[src/rtl/t_ff_arb_pkg.sv]
// rtl/t_ff_arb_pkg.sv - shared types, defaults and round-robin helper for the toggle arbiter
package t_ff_arb_pkg;

  localparam int DEF_N  = 4;
  localparam int DEF_CW = 4;

  typedef enum logic [1:0] {
    IDLE = 2'd0,
    RUN  = 2'd1,
    DONE = 2'd2
  } state_t;

  // Index that follows idx in round-robin order over n requesters
  function automatic int rr_next(input int idx, input int n);
    return (idx + 1 >= n) ? 0 : idx + 1;
  endfunction

endpackage

[src/rtl/t_ff_cell.sv]
// rtl/t_ff_cell.sv - synchronous T flip-flop shared by all requesters
module t_ff_cell (
  input  logic clk,
  input  logic rst,
  input  logic t,
  output logic q
);

  // Toggle on every enabled edge; clear on active-low reset
  always_ff @(posedge clk) begin
    if (!rst) begin
      q <= 1'b0;
    end else if (t) begin
      q <= ~q;
    end
  end

endmodule

[src/rtl/t_ff_toggle_arbiter.sv]
// rtl/t_ff_toggle_arbiter.sv - round-robin burst arbiter for one shared T-FF; TOGGLE_STATS_EN adds toggle_total
module t_ff_toggle_arbiter
  import t_ff_arb_pkg::*;
#(
  parameter int N  = DEF_N,
  parameter int CW = DEF_CW
) (
  input  logic                 clk,
  input  logic                 rst,
  input  logic [N-1:0]         req,
  input  logic [N*CW-1:0]      cnt_in,
  input  logic                 hold,
  output logic [N-1:0]         gnt,
  output logic [$clog2(N)-1:0] gnt_id,
  output logic                 busy,
  output logic                 done,
  output logic                 q
`ifdef TOGGLE_STATS_EN
  ,
  output logic [15:0]          toggle_total
`endif
);

  localparam int IW = $clog2(N);

  state_t          state;
  state_t          state_n;
  logic [IW-1:0]   ptr;
  logic [CW-1:0]   remaining;
  logic [CW-1:0]   cnt_arr [N];
  logic            pick_valid;
  logic [IW-1:0]   pick_idx;
  logic [IW-1:0]   cand;
  int              j;
  logic            t;

  // Unpack the flat count bus into one field per requester
  always_comb begin
    for (int i = 0; i < N; i++) begin
      cnt_arr[i] = cnt_in[i*CW +: CW];
    end
  end

  // First set request at or after the pointer; scanning backwards lets the nearest one win
  always_comb begin
    pick_valid = 1'b0;
    pick_idx   = '0;
    cand       = '0;
    j          = 0;
    for (int k = N - 1; k >= 0; k--) begin
      j = int'(ptr) + k;
      if (j >= N) begin
        j = j - N;
      end
      cand = IW'(j);
      if (req[cand]) begin
        pick_valid = 1'b1;
        pick_idx   = cand;
      end
    end
  end

  // Next state and the toggle enable driven into the shared cell
  always_comb begin
    state_n = state;
    t       = 1'b0;
    unique case (state)
      IDLE: begin
        if (pick_valid) begin
          state_n = (cnt_arr[pick_idx] == '0) ? DONE : RUN;
        end
      end
      RUN: begin
        t = ~hold;
        if (t && remaining == CW'(1)) begin
          state_n = DONE;
        end
      end
      DONE: begin
        state_n = IDLE;
      end
      default: begin
        state_n = IDLE;
      end
    endcase
  end

  // State register; reset aborts any burst without a done pulse
  always_ff @(posedge clk) begin
    if (!rst) begin
      state <= IDLE;
    end else begin
      state <= state_n;
    end
  end

  // Grant pulse, owner id, pointer advance and burst countdown
  always_ff @(posedge clk) begin
    if (!rst) begin
      gnt       <= '0;
      gnt_id    <= '0;
      ptr       <= '0;
      remaining <= '0;
    end else begin
      gnt <= '0;
      if (state == IDLE && pick_valid) begin
        gnt[pick_idx] <= 1'b1;
        gnt_id        <= pick_idx;
        remaining     <= cnt_arr[pick_idx];
        ptr           <= IW'(rr_next(int'(pick_idx), N));
      end else if (t && remaining != '0) begin
        remaining <= remaining - CW'(1);
      end
    end
  end

  assign busy = (state == RUN) || (state == DONE);
  assign done = (state == DONE);

  t_ff_cell u_cell (
    .clk (clk),
    .rst (rst),
    .t   (t),
    .q   (q)
  );

`ifdef TOGGLE_STATS_EN
  // Running count of every toggle applied to the cell; wraps naturally
  always_ff @(posedge clk) begin
    if (!rst) begin
      toggle_total <= '0;
    end else if (t) begin
      toggle_total <= toggle_total + 16'd1;
    end
  end
`endif

endmodule

[config.mk]
export PLATFORM = sky130hd
export DESIGN_NAME = t_ff_toggle_arbiter
export DESIGN_NICKNAME = d
export VERILOG_FILES = /design/src/rtl/t_ff_arb_pkg.sv /design/src/rtl/t_ff_cell.sv /design/src/rtl/t_ff_toggle_arbiter.sv
export SDC_FILE = /design/constraint.sdc
export NUM_CORES = 1
export LEC_CHECK = 0
export ABC_AREA = 1
export BUFFER_PORTS_ARGS = -buffer_cell sky130_fd_sc_hd__buf_2
export CAP_MARGIN = 40
export CORE_MARGIN = 5
export CORE_UTILIZATION = 29
export DETAILED_ROUTE_END_ITERATION = 16
export GPL_TIMING_DRIVEN = 0
export PLACE_DENSITY = 0.52
export SYNTH_ARGS = -nofsm -noshare
export SYNTH_HDL_FRONTEND = slang
export SYNTH_SLANG_ARGS = --single-unit
[constraint.sdc]
create_clock -name clk -period 2.1 [get_ports clk]
set_clock_uncertainty 0.15 [all_clocks]
set_input_delay 0 -clock clk [delete_from_list [all_inputs] [get_ports clk]]
set_output_delay 0 -clock clk [all_outputs]
set_load 0.005 [all_outputs]
==> impl_metrics.ini, run 1 <==
[global_route]
grt.overflow.total = 0
grt_use_total_pct = 9.54
grt_pass1_wl_um = 4800
antenna_found_initial = 0
grt_max_degree = 12
grt_pass1_vias = 1125

[pwr]
ir_drop_mv = 0.619
p_total_mw = 2.76
p_per_area_mw_per_mm2 = 1570
p_leak_nw = 0.887

[sta]
rsz0062_at_grt = true
setup_viol = 0
min_period_ps = 2030
period_share_pct = 96.8
slew_violations = 0
hold_viol = 0
timing.setup.tns_ps = 0
timing.fmax_ghz = 0.492
slew_headroom_pct = 75.8
worstMarginPinSlew_ps = 364

[routing]
dr.first_iter.drc_count = 22
ant_nets = 0
routedWlPerCell_um = 10.7
drc = 0
viasPerCell = 4.35
drtPass1Iterations = 4
drt_wl_total_um = 2980
via_count = 1214

[floorplan]
die_w_um = 76.1
fp.dieH_um = 76.1
core_mm2 = 0.00429
placementRows = 24
dieArea_mm2 = 0.00580
initial_core_util_pct = 29.5
ios = 32

[worst_setup_path]
regToRegSetupSlack_ps = 70
worstPathRequired_ps = 2080
crit_path_start_kind = register
endpoint_kind = register
path_class = reg2reg
cp_slowest_cell = dfxtp_4
r2r_start = ptr[1]
ff2ff_path_depth = 12
cp_top_family = simple AND/OR/NAND/NOR gates
cp.arrival_ps = 2010
cp_slowest_stage_delay_ps = 370
worstPathMaxFanout = 6
crit_buf_inv = 2
r2r_end = ptr[1]
cp_cell_sequence = inv_2, nand2_1, nand2_2, nand2_4, nand3_4, nand2_4, nand2_4, nand2_4, clkbuf_16, ha_1, o21ai_0, a21oi_1
cp_common_cell = nand2_4

[synth]
yosys.area.top_type_share_pct = 23.7
yosysUniqueCellTypes = 31
yosys.area_share.simple_pct = 43.7
yosys_most_used_dff = dfxtp_1
yosys.area_share.adder_pct = 8.88
ys_warn_count = 0
synth_seq_cells = 15
synth_mux_area_share_pct = 0
synth_xor_area_share_pct = 1.38
yosysTopAreaCell = dfxtp_1
synth_top_family_by_area = simple AND/OR/NAND/NOR gates
syn_area_mm2 = 0.00127
async_flop_share_pct = 0
yosysMostFrequentCell = inv_1
synth.avg_cell_area_um2 = 6.90
seq_area_frac_synth_pct = 23.7
synthCells = 184
synth-compound-area-share_pct = 8.68
syn_nets = 216
synth_edf_count = 0
synth_area_leaders = dfxtp_1 (24%), inv_1 (9.8%), nand2_1 (9.5%)
synthTopCellsByCount = inv_1 (33), nand2_1 (32), nand2_2 (17), nand3_1 (17), dfxtp_1 (15)

[clocking]
cts.sinks = 15
cts.clk_slew.worst_paths_ps = 60
tritoncts = done
root_buffer = clkbuf_8
cts_max_level = 1
clock_path_buffers = 2
cts_buffers = 3
clk_latency_ps = 240

[layout]
nNetsFinal = 260
syn2layout_area_growth_pct = 38.0
fill_cells = 451
diodes = 0
drive_gt1_share_pct = 41.9
final_cells = 279

[hold_path]
min_path_type = in2reg
min_from = rst
min_to = ptr[1]
worstHoldPathCells = 3

[job]
drv_cap = 0

[placement]
dpl.cell_count = 266
io_buffers = 30
dp_hpwl_um = 2230
gp_congestion = 0.737

[outcome]
status = finished clean
metal layers:
layer	GRT usage, %	part of all wire [%]	routed length (um)	vias up
met2	14.7	46	1370	31
li1	-	-	-	662
met1	12.9	48	1430	517
met3	2.48	5.0	149	4
met4	2.97	1.2	35	0
met5	0	0	0	-
worst min-delay path: cells and delay by family:
| kind | cells | cell delay [ps] |
|---|---|---|
| buffers and inverters | 1 | 180 |
| AO/OA/AOI/OAI | 2 | 180 |
sequential cells by signal (all words and copies together), names as in the netlist:
| name | count |
|---|---|
| gnt | 4 |
| remaining | 4 |
| gnt_id | 2 |
| ptr | 2 |
| state | 2 |
| u_cell.q | 1 |
how the worst max path moves through the flow:
stage	start	to	slack [ps]	depth (start not counted)
global placement	ptr[0]	ptr[1]	9	11
finish	ptr[1]	ptr[1]	70	12
detailed placement	ptr[0]	state[0]	30	14
floorplan	ptr[0]	ptr[1]	230	13
CTS	ptr[0]	remaining[3]	8	13
global route	ptr[0]	state[0]	-30	17
cell type report:
cell class,count,area [um2],share of cell area (%)
buffer,3,30.0,1.72
clock buffer,3,41.3,2.36
clock inverter,1,5.00,0.286
inverter,37,149,8.51
multi-input combinational,129,905,51.7
sequential,15,305,17.4
tap,52,65.1,3.72
timing repair buffer,39,250,14.3
through the flow:
stage               area [um2]  hold WS (ps)  utilization [%]  setup slack [ps]
global route              1750          12.0             40.8             -26.3
detailed placement        1480           171             34.6              31.5
finish                    1750          2.02             40.8              67.2
CTS                       1560          7.95             36.2              7.64
global placement          1480           175             34.6              9.43
floorplan                 1270          47.4                -               233
placed cells by master, fill, tap and decap left out, drive strengths merged, types with 5 or more instances in the layout:
| cell type | count |
|---|---|
| a21oi | 6 |
| nand3b | 5 |
| ha | 9 |
| dfxtp | 15 |
| buf | 39 |
| o21ai | 9 |
| nand2 | 52 |
| nand3 | 23 |
| nor2 | 16 |
| clkbuf | 5 |
| inv | 37 |
cell families after synthesis:
family,Yosys count
AND/OR/NAND/NOR,99
buffers and inverters,40
AO/OA/AOI/OAI,19
flip-flops,15
adder cells (fa/ha/maj),9
XOR/XNOR,2
power breakdown:
part           leakage, nW  total [mW]  switching, mW  internal [mW]
clock               0.0255       0.233          0.102          0.131
combinational        0.737        2.06           1.19          0.871
sequential           0.124       0.463         0.0651          0.398
repair_timing:
action / 4_1_cts / 5_1_grt
hold buffers: 1 / 0
pin swaps: 1 / 11
cloned: 0 / 1
hold endpoints to repair: 1 / 0
endpoints found under the setup margin: 2 / 12
resized for setup: 0 / 29
buffers inserted: 2 / 5
Power figures use the tool's default switching activity.
==> run 2, diff against run 1 <==
Settings changed: ABC_AREA 1 to 0, PLACE_DENSITY 0.52 to 0.54.
==> run 2 against run 1 <==
Sequential share of layout area up 6.8 points; maximum frequency increased by 7.2%; die area decreased by 21%; count of clock-buffer cells in the layout unchanged; first-iteration DRC count is 32% lower; clock power decreased by 28%; via count down 30%; non-clock buffer count shrank 4; worst hold slack better by 50 ps; global-route usage rose by 0.15 points.
==> impl_metrics.ini, run 2 <==
[synth]
ys_warn_count = 0
synth_area_leaders = dfxtp_1 (31%), ha_1 (12%), mux2i_1 (9.3%)
syn_area_um2 = 966
synth_edf_count = 0
yosys.area.top_type_share_pct = 31.1
seq_area_frac_synth_pct = 31.1
yosys_most_used_dff = dfxtp_1
yosysUniqueCellTypes = 31
synthCells = 111
synthTopCellsByCount = nand2_1 (20), dfxtp_1 (15), ha_1 (9), inv_1 (9), mux2i_1 (9)
syn_nets = 143
async_flop_share_pct = 0
yosysTopAreaCell = dfxtp_1
synth_seq_cells = 15
synth.avg_cell_area_um2 = 8.70
yosysMostFrequentCell = nand2_1

[pwr]
p_per_area_mw_per_mm2 = 1180
p_total_mw = 1.47
intPower_mw = 0.865
ir_drop_mv = 0.312
seqPwrFrac_pct = 32.3
comb_power_share_pct = 56.4
power_frac_clock_pct = 11.3
p_leak_nw = 0.601
power.switching_mw = 0.609
p_sw_share_pct = 41.3

[sta]
worstMarginPinSlew_ps = 606
period_share_pct = 90.3
min_period_ps = 1900
timing.setup.tns_ps = 0
slew_headroom_pct = 59.2
hold_viol = 0
timing.fmax_ghz = 0.527
slew_violations = 0
rsz0062_at_grt = false
setup_viol = 0
timing.final.ws_setup_ps = 204

[clocking]
cts_buffers = 3
clk_latency_ps = 280
cts.clk_slew.worst_paths_ps = 90
cts_max_level = 1
cts.sinks = 15
tritoncts = done
clock_path_buffers = 2
root_buffer = clkbuf_4

[layout]
final_cell_mix = buf_2 (31), nand2_1 (20), dfxtp_1 (13)
syn2layout_area_growth_pct = 29.3
diodes = 0
drive_gt1_share_pct = 33.3
fill_cells = 351
layout_commonest_cell = buf_2
reg.largest.list = gnt: 4 flops, remaining: 4 flops
nNetsFinal = 183
design_area_mm2 = 0.00125

[routing]
routedWlPerCell_um = 11.2
viasPerCell = 4.35
ant_nets = 0
drc = 0
via_count = 853
drt_wl_total_um = 2200
dr.first_iter.drc_count = 15
drtPass1Iterations = 4

[worst_setup_path]
r2r_end = state[0]
worstPathRequired_ps = 2160
worstSetupEndpoint = state[0]
path_class = reg2reg
setup.worst_path.start = ptr[1]
worstPathMaxFanout = 9
regToRegSetupSlack_ps = 200
endpoint_kind = register
ff2ff_path_depth = 6
r2r_start = ptr[1]
crit_path_start_kind = register
cp.arrival_ps = 1950

[global_route]
grt.overflow.total = 0
grt_pass1_vias = 811
grt_max_degree = 12
antenna_found_initial = 0
grt_pass1_wl_um = 3370
grt_use_total_pct = 9.69

[floorplan]
dieArea_mm2 = 0.00458
fp.dieH_um = 67.7
die_w_um = 67.7
ios = 32
core_mm2 = 0.00328
placementRows = 21
initial_core_util_pct = 29.4

[placement]
dp_hpwl_um = 1700
gp_congestion = 0.723
io_buffers = 31
preCtsSetupSlack_ps = 53.4
place_area_mm2 = 0.00118

[outcome]
status = finished clean

[job]
drv_cap = 0

[hold_path]
min_path_type = in2reg
-- run 2: worst min-delay path by stage --
stage / slack (ps) / to / start / cells past startpoint
CTS: 40 / u_cell.q / hold / 5
detailed placement: 180 / ptr[1] / rst / 2
floorplan: -4 / remaining[0] / rst / 1
finish: 50 / u_cell.q / hold / 5
global route: 70 / u_cell.q / hold / 5
global placement: 170 / gnt_id[1] / rst / 2
-- run 2: what timing repair did --
item | CTS | global route
hold buffers | 1 | 0
gates resized for setup | 0 | 5
buffers inserted | 0 | 2
setup endpoints to repair | 0 | 4
endpoints found under the hold margin | 6 | 0
-- run 2: critical path, stage by stage (launching register included) --
cell	delay, ps
dfxtp_2	390
mux2i_1	190
nor2_1	80
nor3_4	330
mux2_2	420
nand4_2	130
o2bb2ai_1	130
-- run 2: power groups by stage --
stage	clock network [mW]	logic [mW]	registers [mW]
3_5_place_dp	0	0.793	0.480
3_3_place_gp	0	0.773	0.475
2_1_floorplan	0	0.593	0.469
6_report	0.167	0.831	0.476
5_1_grt	0.184	0.953	0.494
4_1_cts	0.173	0.800	0.472
-- run 2: final cells by class --
cell class	count	area, um2	area share (%)
Multi-Input combinational cell	84	621	49.7
Sequential cell	15	303	24.2
Clock inverter	1	5.00	0.401
Timing Repair Buffer	35	188	15.0
Clock buffer	3	22.5	1.80
Inverter	9	33.8	2.71
Tap cell	46	57.6	4.61
Buffer	3	18.8	1.50
-- run 2: metrics by stage --
| step | instances | hold WS (ps) | util [%] |
|---|---|---|---|
| 5_1_grt | 196 | 65.4 | 38.0 |
| 3_5_place_dp | 188 | 175 | 35.9 |
| 4_1_cts | 193 | 43.2 | 37.0 |
| 6_report | 196 | 52.5 | 38.0 |
| 2_1_floorplan | 111 | -4.08 | - |
| 3_3_place_gp | 188 | 169 | 35.9 |
-- run 2: cell families after synthesis --
family | count (synthesis) | synth area share, %
DFF | 15 | 31.1
AOI/OAI and AO/OA | 17 | 12.7
and+or+nand+nor | 41 | 21.9
buffers and inverters | 12 | 5.05
adders and majority gates | 9 | 11.7
muxes | 13 | 14.0
xor gates and xnor gates | 4 | 3.63
-- run 2: per-layer routing --
layer	up-vias	track usage, %	part of all wire [%]
met5	-	0	0
met4	0	3.29	0.45
met1	381	10.9	43
met3	2	2.66	5.5
met2	16	17.4	51
li1	454	-	-
==> run 3, diff against run 2 <==
Settings changed: SYNTH_HIERARCHICAL set to 1.
==> run 3 against run 2 <==
Power shrank 1.9%; synthesized cell count is the same; register-to-register slack lost 70 ps; cell area shrank 0.20%; maximum frequency shrank 3.7%; sequential power is essentially flat; first-iteration DRC count grew to 2.6 times the previous value; flip-flop and latch count is the same; final cell count shrank 0.51%; die area grew 0.22%; critical endpoint unchanged; largest power group unchanged; highest routed layer unchanged.
==> impl_metrics.ini, run 3 <==
[outcome]
status = finished clean

[pwr]
p_sw_share_pct = 42.2
p_leak_nw = 0.601
ir_drop_mv = 0.340
comb_power_share_pct = 55.8
seqPwrFrac_pct = 32.8
intPower_mw = 0.836
power_frac_clock_pct = 11.4
power.switching_mw = 0.611
p_per_area_mw_per_mm2 = 1160

[layout]
layout_commonest_cell = buf_2
nNetsFinal = 182
syn2layout_area_growth_pct = 28.7
fill_cells = 358
final_cell_mix = buf_2 (32), nand2_1 (19), dfxtp_1 (15)
reg.largest.list = gnt: 4 flops, remaining: 4 flops
fin_util_pct = 37.9
diodes = 0
drive_gt1_share_pct = 31.5

[sta]
period_share_pct = 93.8
worstMarginPinSlew_ps = 515
timing.fmax_ghz = 0.508
setup_viol = 0
hold_viol = 0
slew_violations = 0
slew_headroom_pct = 65.3
timing.setup.tns_ps = 0
min_period_ps = 1970
rsz0062_at_grt = false

[floorplan]
placementRows = 21
ios = 32
initial_core_util_pct = 29.5
core_mm2 = 0.00328
die_w_um = 67.8
fp.dieH_um = 67.8
dieArea_mm2 = 0.00459

[synth]
ys_warn_count = 6
seq_area_frac_synth_pct = 31.0
yosysMostFrequentCell = nand2_1
yosys_most_used_dff = dfxtp_1
synthTopCellsByCount = nand2_1 (19), dfxtp_1 (15), ha_1 (9), inv_1 (9), mux2i_1 (9)
synth.avg_cell_area_um2 = 8.72
synth_area_leaders = dfxtp_1 (31%), ha_1 (12%), mux2i_1 (9.3%)
async_flop_share_pct = 0
yosysTopAreaCell = dfxtp_1
yosysUniqueCellTypes = 31
synth_edf_count = 0
synthCells = 111
synth_seq_cells = 15
syn_nets = 143
syn_area_um2 = 968
yosys.area.top_type_share_pct = 31.0

[routing]
viasPerCell = 4.47
drt_wl_total_um = 2110
via_count = 872
routedWlPerCell_um = 10.8
drc = 0
ant_nets = 0
dr.first_iter.drc_count = 39
drtPass1Iterations = 4

[global_route]
grt.overflow.total = 0
grt_pass1_vias = 922
grt_pass1_wl_um = 3720
grt_use_total_pct = 10.3
antenna_found_initial = 0
grt_max_degree = 12

[worst_setup_path]
r2r_end = state[0]
regToRegSetupSlack_ps = 130
endpoint_kind = register
r2r_start = ptr[1]
crit_path_start_kind = register
ff2ff_path_depth = 6
cp.arrival_ps = 2030
worstPathRequired_ps = 2160
path_class = reg2reg
worstPathMaxFanout = 9

[placement]
gp_congestion = 0.803
io_buffers = 31
dp_hpwl_um = 1690

[clocking]
clock_path_buffers = 2
cts.sinks = 15
cts_setup_buffers = 0
root_buffer = clkbuf_4
cts_max_level = 1
tritoncts = done
cts.clk_slew.worst_paths_ps = 90
clk_latency_ps = 280
cts_buffers = 3

[hold_path]
min_path_type = in2reg
min_from = req[3]
min_to = state[0]
worstHoldPathCells = 4

[job]
drv_cap = 0
## run 3: changes by cell type after synthesis
cell      change
a211oi_1      +1
a21oi_1       -1
nand2_1       -1
nor2_1        +1
xnor2_1       -1
xor2_1        +1
## run 3: worst max-delay path by stage
| stage | from | endpoint |
|---|---|---|
| after floorplan | ptr[1] | state[1] |
| after global placement | ptr[1] | state[0] |
| after detailed placement | ptr[1] | state[0] |
| after CTS | ptr[1] | state[0] |
| after global routing | ptr[1] | state[1] |
| final | ptr[1] | state[0] |
## run 3: area by class of cell
cell class | count | area, um2 | area share, %
multi-input cells | 84 | 628 | 50.4
flip-flops and latches | 15 | 300 | 24.1
plain buffers | 3 | 18.8 | 1.51
clock buffers | 3 | 22.5 | 1.81
inverters | 9 | 33.8 | 2.71
repair buffers | 34 | 180 | 14.5
well taps | 46 | 57.6 | 4.62
clock inverters | 1 | 5.00 | 0.402
## run 3: layer usage
| layer | share of wire (%) | global-route usage, % | routed length [um] | vias to the layer above |
|---|---|---|---|---|
| met5 | 0 | 0 | 0 | - |
| met4 | 1.2 | 3.72 | 25 | 0 |
| met3 | 4.8 | 1.50 | 101 | 2 |
| met2 | 47 | 18.1 | 994 | 21 |
| met1 | 47 | 12.7 | 990 | 395 |
| li1 | - | - | - | 454 |
## run 3: worst max-delay path, cell delays in order (launching register included)
cell	delay (ps)
dfxtp_1	450
mux2i_1	210
nor2_1	80
nor3_4	340
mux2_2	410
nand4_2	130
o2bb2ai_1	120
## run 3: repair_timing
| item | in CTS | in global routing |
|---|---|---|
| setup endpoints to repair | 0 | 6 |
| resized for setup | 0 | 3 |
| hold buffers | 2 | 0 |
| endpoints found under the hold margin | 6 | 0 |
## run 3: power groups by stage
stage | combinational [mW] | sequential [mW] | clock (mW)
floorplan | 0.591 | 0.469 | 0
detailed placement | 0.786 | 0.482 | 0
global route | 0.940 | 0.489 | 0.185
finish | 0.808 | 0.474 | 0.164
CTS | 0.796 | 0.475 | 0.174
global placement | 0.772 | 0.476 | 0
## run 3: cell families (layout without fill, tap and decap cells)
logic type / count (synthesis) / after routing / share of synthesized area (%)
buffers and inverters: 12 / 50 / 5.04
AO/OA/AOI/OAI: 17 / 17 / 12.9
XOR/XNOR: 4 / 4 / 3.62
adder cells (fa/ha/maj): 9 / 9 / 11.6
flip-flops: 15 / 15 / 31.0
multiplexers: 13 / 13 / 14.0
AND/OR/NAND/NOR: 41 / 41 / 21.8
## run 3: through the flow
stage                     std cells  total power, mW  hold WS [ps]  worst slack, ps  cell area, um2
final                           195             1.45          69.6              130            1250
after global routing            195             1.61           128             2.68            1250
after CTS                       194             1.44          56.4             54.4            1230
after detailed placement        188             1.27           162             78.6            1180
after global placement          188             1.25           159              111            1180
after floorplan                 111             1.06         -28.3              302             968
